===== src/rtl/ahb_defs.sv =====
// ---------------------------------------------------------------------------
// ahb_defs
// Shared AHB-Lite encodings for the ahb_lite_sn interconnect:
//   HTRANS codes, HRESP codes, default-slave FSM state encoding and a small
//   helper that tells whether a transfer type carries data.
// ---------------------------------------------------------------------------
package ahb_defs;

    localparam logic [1:0] HTRANS_IDLE   = 2'b00;
    localparam logic [1:0] HTRANS_BUSY   = 2'b01;
    localparam logic [1:0] HTRANS_NONSEQ = 2'b10;
    localparam logic [1:0] HTRANS_SEQ    = 2'b11;

    localparam logic [1:0] HRESP_OKAY    = 2'b00;
    localparam logic [1:0] HRESP_ERROR   = 2'b01;

    typedef enum logic [1:0] {
        DS_IDLE = 2'b00,
        DS_ERR1 = 2'b01,
        DS_ERR2 = 2'b10
    } ds_state_e;

    // NONSEQ/SEQ are real transfers; IDLE/BUSY never need a response beyond OKAY.
    function automatic logic trans_active(input logic [1:0] htrans);
        return (htrans == HTRANS_NONSEQ) || (htrans == HTRANS_SEQ);
    endfunction

endpackage


===== src/rtl/ahb_default_slave.sv =====
// ---------------------------------------------------------------------------
// ahb_default_slave
// Responds to accesses that hit no mapped region with the two-cycle AHB
// ERROR response (HREADY low + ERROR, then HREADY high + ERROR).
// Ports:
//   i_hclk, i_hresetn  clock, asynchronous active-low reset
//   i_accept           an unmapped NONSEQ/SEQ address phase is accepted now
//   o_hreadyout        ready output while this slave owns the data phase
//   o_hresp            response while this slave owns the data phase
// ---------------------------------------------------------------------------
module ahb_default_slave
    import ahb_defs::*;
(
    input  logic       i_hclk,
    input  logic       i_hresetn,
    input  logic       i_accept,
    output logic       o_hreadyout,
    output logic [1:0] o_hresp
);

    ds_state_e r_state;
    ds_state_e w_next;

    always_ff @(posedge i_hclk or negedge i_hresetn) begin
        if (!i_hresetn) r_state <= DS_IDLE;
        else            r_state <= w_next;
    end

    // ERR2 drives HREADY high, so a new unmapped transfer can be accepted
    // there and must restart the error pair without passing through IDLE.
    always_comb begin
        w_next = r_state;
        case (r_state)
            DS_IDLE: if (i_accept) w_next = DS_ERR1;
            DS_ERR1: w_next = DS_ERR2;
            DS_ERR2: w_next = i_accept ? DS_ERR1 : DS_IDLE;
            default: w_next = DS_IDLE;
        endcase
    end

    always_comb begin
        o_hreadyout = 1'b1;
        o_hresp     = HRESP_OKAY;
        case (r_state)
            DS_ERR1: begin
                o_hreadyout = 1'b0;
                o_hresp     = HRESP_ERROR;
            end
            DS_ERR2: o_hresp = HRESP_ERROR;
            default: ;
        endcase
    end

endmodule


===== src/rtl/ahb_lite_sn.sv =====
// ---------------------------------------------------------------------------
// ahb_lite_sn
// Single-master AHB-Lite interconnect for NUM_SLV slaves.
//   - address decode to one-hot HSEL (lowest slot wins, REMAP aliases slot 0
//     onto slot 1), unmapped addresses go to a built-in default slave
//   - data-phase owner register and HRDATA/HRESP/HREADY return mux
//   - sticky decode-error capture (ERR_VALID/ERR_ADDR, cleared by ERR_CLR)
// Ports:
//   HRESETn, HCLK                     async active-low reset, clock
//   M_*                               master side address/control/data
//   HADDR..HWDATA, HREADY             broadcast to slaves
//   HSEL                              one-hot slave select (address phase)
//   HRDATA, HRESP, HREADYOUT          per-slave return paths, slot i packed
//   REMAP                             alias slot-0 region onto slot 1
//   ERR_VALID, ERR_ADDR, ERR_CLR      decode-error capture and clear
// ---------------------------------------------------------------------------
module ahb_lite_sn
    import ahb_defs::*;
#(
    parameter int                    NUM_SLV      = 4,
    parameter logic [16*NUM_SLV-1:0] P_HSEL_START = {16'h3000, 16'h2000, 16'h1000, 16'h0000},
    parameter logic [16*NUM_SLV-1:0] P_HSEL_SIZE  = {NUM_SLV{16'h0100}}
) (
    input  logic                   HRESETn,
    input  logic                   HCLK,
    input  logic [31:0]            M_HADDR,
    input  logic [1:0]             M_HTRANS,
    input  logic                   M_HWRITE,
    input  logic [2:0]             M_HSIZE,
    input  logic [2:0]             M_HBURST,
    input  logic [3:0]             M_HPROT,
    input  logic [31:0]            M_HWDATA,
    output logic [31:0]            M_HRDATA,
    output logic [1:0]             M_HRESP,
    output logic                   M_HREADY,
    output logic [31:0]            HADDR,
    output logic [1:0]             HTRANS,
    output logic                   HWRITE,
    output logic [2:0]             HSIZE,
    output logic [2:0]             HBURST,
    output logic [3:0]             HPROT,
    output logic [31:0]            HWDATA,
    output logic                   HREADY,
    output logic [NUM_SLV-1:0]     HSEL,
    input  logic [32*NUM_SLV-1:0]  HRDATA,
    input  logic [2*NUM_SLV-1:0]   HRESP,
    input  logic [NUM_SLV-1:0]     HREADYOUT,
    input  logic                   REMAP,
    output logic                   ERR_VALID,
    output logic [31:0]            ERR_ADDR,
    input  logic                   ERR_CLR
);

    logic [16:0]        w_page;
    logic [NUM_SLV-1:0] w_hit;
    logic [NUM_SLV-1:0] w_first;
    logic [NUM_SLV-1:0] w_hsel;
    logic               w_def;
    logic               w_hready;
    logic               w_err_acc;
    logic               w_ds_hready;
    logic [1:0]         w_ds_hresp;
    logic [NUM_SLV:0]   r_dsel;     // bit NUM_SLV = default slave
    logic               r_err_valid;
    logic [31:0]        r_err_addr;

    // ---------------- address decode ----------------
    // 17-bit compare so START+SIZE never wraps; SIZE=0 gives an empty range.
    assign w_page = {1'b0, M_HADDR[31:16]};

    for (genvar i = 0; i < NUM_SLV; i++) begin : g_dec
        logic [16:0] w_lo;
        logic [16:0] w_hi;
        assign w_lo     = {1'b0, P_HSEL_START[16*i +: 16]};
        assign w_hi     = w_lo + {1'b0, P_HSEL_SIZE[16*i +: 16]};
        assign w_hit[i] = (w_page >= w_lo) && (w_page < w_hi);
    end

    // Walk from the top so the lowest overlapping slot is the last to write.
    always_comb begin
        w_first = '0;
        for (int i = NUM_SLV - 1; i >= 0; i--) begin
            if (w_hit[i]) begin
                w_first    = '0;
                w_first[i] = 1'b1;
            end
        end
    end

    if (NUM_SLV >= 2) begin : g_remap
        always_comb begin
            w_hsel = w_first;
            if (REMAP && w_first[0]) begin
                w_hsel    = '0;
                w_hsel[1] = 1'b1;
            end
        end
    end else begin : g_noremap
        assign w_hsel = w_first;
    end

    assign w_def = ~|w_hsel;
    assign HSEL  = w_hsel;

    // ---------------- data-phase owner ----------------
    always_ff @(posedge HCLK or negedge HRESETn) begin
        if (!HRESETn)      r_dsel <= {1'b1, {NUM_SLV{1'b0}}};
        else if (w_hready) r_dsel <= {w_def, w_hsel};
    end

    // ---------------- default slave ----------------
    assign w_err_acc = w_def & trans_active(M_HTRANS) & w_hready;

    ahb_default_slave u_def (
        .i_hclk      (HCLK),
        .i_hresetn   (HRESETn),
        .i_accept    (w_err_acc),
        .o_hreadyout (w_ds_hready),
        .o_hresp     (w_ds_hresp)
    );

    // ---------------- return mux ----------------
    always_comb begin
        M_HRDATA = '0;
        M_HRESP  = w_ds_hresp;
        w_hready = w_ds_hready;
        for (int i = 0; i < NUM_SLV; i++) begin
            if (r_dsel[i]) begin
                M_HRDATA = HRDATA[32*i +: 32];
                M_HRESP  = HRESP[2*i +: 2];
                w_hready = HREADYOUT[i];
            end
        end
    end

    assign M_HREADY = w_hready;
    assign HREADY   = w_hready;

    // ---------------- broadcast ----------------
    assign HADDR  = M_HADDR;
    assign HTRANS = M_HTRANS;
    assign HWRITE = M_HWRITE;
    assign HSIZE  = M_HSIZE;
    assign HBURST = M_HBURST;
    assign HPROT  = M_HPROT;
    assign HWDATA = M_HWDATA;

    // ---------------- error capture ----------------
    // A clear in the same cycle as a new error re-arms and captures at once.
    always_ff @(posedge HCLK or negedge HRESETn) begin
        if (!HRESETn) begin
            r_err_valid <= 1'b0;
            r_err_addr  <= '0;
        end else if (w_err_acc && (!r_err_valid || ERR_CLR)) begin
            r_err_valid <= 1'b1;
            r_err_addr  <= M_HADDR;
        end else if (ERR_CLR) begin
            r_err_valid <= 1'b0;
        end
    end

    assign ERR_VALID = r_err_valid;
    assign ERR_ADDR  = r_err_addr;

endmodule

===== config.mk =====
export PLATFORM = sky130hd
export DESIGN_NAME = ahb_lite_sn
export DESIGN_NICKNAME = d
export VERILOG_FILES = /design/src/rtl/ahb_defs.sv /design/src/rtl/ahb_default_slave.sv /design/src/rtl/ahb_lite_sn.sv
export SDC_FILE = /design/constraint.sdc
export NUM_CORES = 1
export LEC_CHECK = 0
export BUFFER_PORTS_ARGS = -buffer_cell sky130_fd_sc_hd__buf_4
export CORE_AREA = 2 2 143 145
export CTS_CLUSTER_DIAMETER = 80
export DETAILED_ROUTE_END_ITERATION = 12
export DIE_AREA = 0 0 145 147
export SLEW_MARGIN = 0
export SYNTH_ARGS = -nofsm -noshare
export SYNTH_HDL_FRONTEND = slang
export SYNTH_SLANG_ARGS = --single-unit

===== constraint.sdc =====
create_clock -name HCLK -period 2.8 [get_ports HCLK]
set_clock_uncertainty 0.15 [all_clocks]
set_input_delay 0.28 -clock HCLK [delete_from_list [all_inputs] [get_ports HCLK]]
set_output_delay 0.28 -clock HCLK [all_outputs]
set_load 0.02 [all_outputs]

After elaboration in Yosys (flattened, before gate mapping)
Index checks and enable logic that the tools add are counted.
{ "word_totals": {"reg_bits": 39, "latch_bits": 0, "mem_bits_rw": 0, "mem_bits_ro": 0, "in_bits": 221, "output_inout_bits": 150, "word_cells": 57, "mem_count": 0} }
{ "op_classes": {"add_sub_neg": 0, "mul": 0, "n_div": 0, "n_lt_le_gt_ge": 8, "eq_ne": 5, "shifts": 0, "mux": 24, "n_bitwise": 2, "n_reduce_logical": 14} }
{ "op_table": {"columns": ["cell", "n"], "rows": [
  ["two-way mux 32 bit", 4],
  ["greater-or-equal comparator 16 x 14 -> 1 bit, second input constant", 2],
  ["< comparator 16 x 14 -> 1 bit, second input constant", 2],
  ["two-way mux 4 bit", 5],
  ["greater-or-equal comparator 16 x 1 -> 1 bit, second input constant", 1],
  ["greater-or-equal comparator 16 x 13 -> 1 bit, second input constant", 1],
  ["< comparator 16 x 13 -> 1 bit, second input constant", 1],
  ["< comparator 16 x 9 -> 1 bit, second input constant", 1],
  ["two-way mux 2 bit", 5],
  ["two-way mux 1 bit", 9],
  ["== test 2 bit, second input constant", 3],
  ["logical AND 1 bit", 6],
  ["case mux 2 bit (3 select lines)", 1],
  ["OR reduction 4 bit", 1],
  ["bitwise AND 1 bit", 2],
  ["== test 2 x 1 -> 1 bit, second input constant", 1],
  ["zero test 1 bit", 2],
  ["zero test 2 bit", 1],
  ["logical OR 1 bit", 2],
  ["inequality test 2 x 1 -> 1 bit, second input constant", 1],
  ["nonzero test 2 bit", 1],
  ["OR reduction 2 bit", 1]
]} }

Longest topological paths before layout
{ "logic_depth": {"word_depth": 14, "mapped_depth": 9, "mapped_depth_nobuf": 7} }

By module
From an unflattened synthesis, not the netlist that was laid out.
{ "hier_totals": {"cells_unflattened": 392, "hier_area_um2": 3407.0} }
{ "modules_own_cells": {"columns": ["module", "n_inst", "cells_each", "area_each_um2"], "rows": [
  ["ahb_lite_sn", 1, 374, 3231.8],
  ["ahb_default_slave", 1, 18, 175.2]
]} }

Worst setup path before layout
No wires, ideal clock.
{ "synth_timing": {"kind": "reg2reg", "from": "reg u_def.r_state[1]", "to": "reg r_err_addr[0] (netlist: ERR_ADDR[0])", "setup_ps": 125, "arrival_ps": 1992, "required_time_ps": 2525, "setup_slack_ps": 533, "stages_incl_launch_ff": 10, "path_buffers": 2, "synth_period_minus_slack_ps": 2267, "cell_sequence": "dfrtp_1 > inv_1 > ha_1 > or2_0 > a211oi_2 > o2111ai_2 > nand2b_1 > buf_6 > buf_12 > mux2_4"} }
{ "synth_via": {"elab_chain_cells": 8} }
{ "synth_rtl": {"columns": ["element", "line_no", "text"], "rows": [
  ["from (decl)", "ahb_default_slave.sv:21", "ds_state_e r_state;"],
  ["from (signal assigned)", "ahb_default_slave.sv:26", "else r_state <= w_next;"],
  ["== test 2 x 1 -> 1 bit", "ahb_default_slave.sv:44", "case (r_state)"],
  ["two-way mux 1 bit", "ahb_default_slave.sv:44", null],
  ["two-way mux 1 bit (4 in a row)", "ahb_lite_sn.sv:128", "if (r_dsel[i]) begin"],
  ["bitwise AND 1 bit", "ahb_lite_sn.sv:112", "assign w_err_acc = w_def & trans_active(M_HTRANS) & w_hready;"],
  ["logical AND 1 bit", "ahb_lite_sn.sv:154", "end else if (w_err_acc && (!r_err_valid || ERR_CLR)) begin"],
  ["to (signal assigned)", "ahb_lite_sn.sv:153", "r_err_addr <= '0;"],
  ["to (signal assigned)", "ahb_lite_sn.sv:156", "r_err_addr <= M_HADDR;"],
  ["to (decl)", "ahb_lite_sn.sv:65", "logic [31:0] r_err_addr;"]
]} }
Every way passes these cells.
A chain may end at the register's enable or synchronous reset.

Worst setup path after layout
{ "layout_timing": {"from": "reg u_def.r_state[1]", "to": "out HREADY"} }
{ "layout_via": {"elab_chain_cells": 6} }
{ "layout_rtl": {"columns": ["element", "line_no", "text"], "rows": [
  ["== test 2 x 1 -> 1 bit", "ahb_default_slave.sv:44", null],
  ["two-way mux 1 bit", "ahb_default_slave.sv:44", null],
  ["two-way mux 1 bit (4 in a row)", "ahb_lite_sn.sv:128", null],
  ["to (decl)", "ahb_lite_sn.sv:43", "output logic HREADY,"]
]} }
Every way passes these cells.

==> reports/summary.txt <==
design area: 5280 um^2
CP max FO: 4
sequential fraction of the synthesis area: 0.293
routability cong.: 0.748
top_reg_cell synth: dfrtp_1
Synth-to-Final Area Change: 58.2%
Worst Hold Class: in2reg
Num CTS Buffers: 5
min-delay src: M_HADDR[19]
postcts setup bufs: 0
area occupied by multi-input gates: 1600 um^2
Distinct cells, synth: 27
routed len/inst: 15.2 um
total area of sequential cells: 980 um^2
Routed Antenna Nets: 0
post-DP HPWL: 10.5 mm
Sink Count: 39
DRT iter0 DRCs: 179
ANT cells: 0
YS warnings: 0
largest net degree at the start of global routing: 51
initial antenna violation count: 0
die area: 21300 um^2
Post-synth EDFFs: 0
Die Wd: 145 um
final global-route overflow total: 0
final hold violations: 0
worst skew pair latency: 0.28 ns
VDD IR max: 0.323 mV
hold path cells: 2
Residual DRC: 0
share of layout cells above drive strength 1: 0.583
TritonCTS clock tree: done
Worst setup EP type: output port
top cells by count, synth: 78 x buf_4, 41 x nand2_1, 39 x dfrtp_1, 39 x nor2_1, 37 x o21ai_0
Hold Path End: ERR_ADDR[19]$_DFFE_PN0P_
Core Region: 19800 um^2
FF-to-FF Start: u_def.r_state[1]$_DFFE_PN0P_
max cap viols: 0
final wirelength: 13.0 mm
r2r endpoint: ERR_ADDR[1]$_DFFE_PN0P_
clk buf depth: 2
Mapped Area: 3330 um^2
Starting Density: 0.168
Synth Instances: 390
DIE HEIGHT: 147 um
maximum clock frequency: 389 MHz
Area contributors post-synth: dfrtp_1 29%, buf_4 18%, mux2_4 14%
Ports: 371
shortest period the worst path allows: 2.57 ns
crit path kind: reg2out
H-tree Lvls: 2
fin. max-slew vios: 0
Synth area leader: dfrtp_1
most numerous cell in the Yosys netlist: buf_4
r2r setup slk: 0.28 ns
final setup TNS: 0 ns
non-filler cells, final: 853
# hold bufs at CTS: 1
first drt pass iteration count: 6
Yosys reg bits: 39
Post-DP Area: 5120 um^2
first-pass GRT wire length: 19.3 mm
crit path DAT: 2.14 ns
Cells after DPL: 844
number of global-route vias before repair: 3280
Fin Hold WS: 0.0910 ns
via count: 3315
unrepaired setup endpoints after global routing: no
Leakage: 0.00261 uW
period utilisation layout: 0.919
Required @ worst endpoint: 2.37 ns
# port buffers: 282
clk root buf: clkbuf_16
vias per cell: 3.89
Pwr Density: 623 nW/um^2
GRT Total Usage: 0.115
crit path launch type: flop
Clock transition at path regs: 0.06 ns
CTS resizes: 0
syn_nets: 615
Synth Area per Inst: 8.55 um^2
Final Setup Violations: 0
worst slew pin tran: 0.616 ns
fraction of registers with async set/reset: 1.00
nets: 807
share of the synthesized area in the top cell type: 0.293
Relative slew margins: 0.585
row cnt: 52
fill count: 2140
reg2reg path depth: 8
status: completed
layout by cell type, fill, tap and decap left out, types with 2 or more instances in the layout:
cell type,count
mux2_4,30
mux2_2,6
nand3_1,2
o21ai_0,37
ha_1,4
nand2b_1,2
nand2_1,41
mux2i_1,2
clkbuf_16,5
dfrtp_2,3
dfrtp_1,36
a21oi_1,36
inv_1,4
a22oi_1,32
nor2_1,39
buf_4,289
critical path: stages (launching register included):
cell and delay (ns):
dfrtp_1 0.39, inv_1 0.07, ha_1 0.19, or2_0 0.21, a211oi_2 0.32, o21ai_0 0.30, inv_1 0.22, buf_4 0.17
power breakdown:
| group | total [uW] | switching, uW | internal [uW] |
|---|---|---|---|
| clock | 549 | 221 | 329 |
| combinational | 1760 | 823 | 936 |
| sequential | 977 | 159 | 819 |
sequential cells by signal, summed over array words and instances, names as in the netlist:
signal,flops
u_def.r_state,2
r_dsel,4
ERR_ADDR,32
ERR_VALID,1
through the flow:
stage          power (uW)  setup slack [ns]  utilization
2_1_floorplan        2090             0.533            -
3_3_place_gp         2740             0.326        0.258
3_5_place_dp         2760             0.288        0.258
4_1_cts              3330             0.211        0.266
5_1_grt              3460            0.0823        0.266
6_report             3290             0.228        0.266
layout make-up:
| class | instances | share of cell area |
|---|---|---|
| multi-input combinational | 241 | 0.304 |
| timing repair buffer | 291 | 0.417 |
| clock buffer | 6 | 0.0244 |
| inverter | 4 | 0.00285 |
| clock inverter | 2 | 0.00237 |
| sequential | 39 | 0.186 |
| tap | 270 | 0.0640 |
per-layer routing:
layer  global-route usage  up-vias  routed length (um)
met3               0.0363       24                1000
met5                    0        -                   0
li1                     -     1643                   -
met4               0.0292        0                 178
met1                0.144     1512                5350
met2                0.192      136                6450
cells by family (layout without fill, tap and decap cells):
group | count (synthesis) | after routing | synth area share
buf+inv | 110 | 303 | 0.229
compound gates | 108 | 108 | 0.192
simple gates | 91 | 91 | 0.110
flops | 39 | 39 | 0.293
mux | 38 | 38 | 0.161
fa+ha+maj | 4 | 4 | 0.0150
worst max path at each step:
stage                            startpoint                  endpoint  slack (ns)  cells after the start
3_3_place_gp   u_def.r_state[1]$_DFFE_PN0P_  ERR_ADDR[27]$_DFFE_PN0P_        0.33                      8
2_1_floorplan  u_def.r_state[1]$_DFFE_PN0P_   ERR_ADDR[0]$_DFFE_PN0P_        0.53                      9
3_5_place_dp   u_def.r_state[1]$_DFFE_PN0P_  ERR_ADDR[21]$_DFFE_PN0P_        0.29                      8
6_report       u_def.r_state[1]$_DFFE_PN0P_                    HREADY        0.23                      7
4_1_cts        u_def.r_state[1]$_DFFE_PN0P_                    HREADY        0.21                      7
5_1_grt        u_def.r_state[1]$_DFFE_PN0P_                    HREADY        0.08                      7
Note: power is estimated with default switching activity, not from simulation.
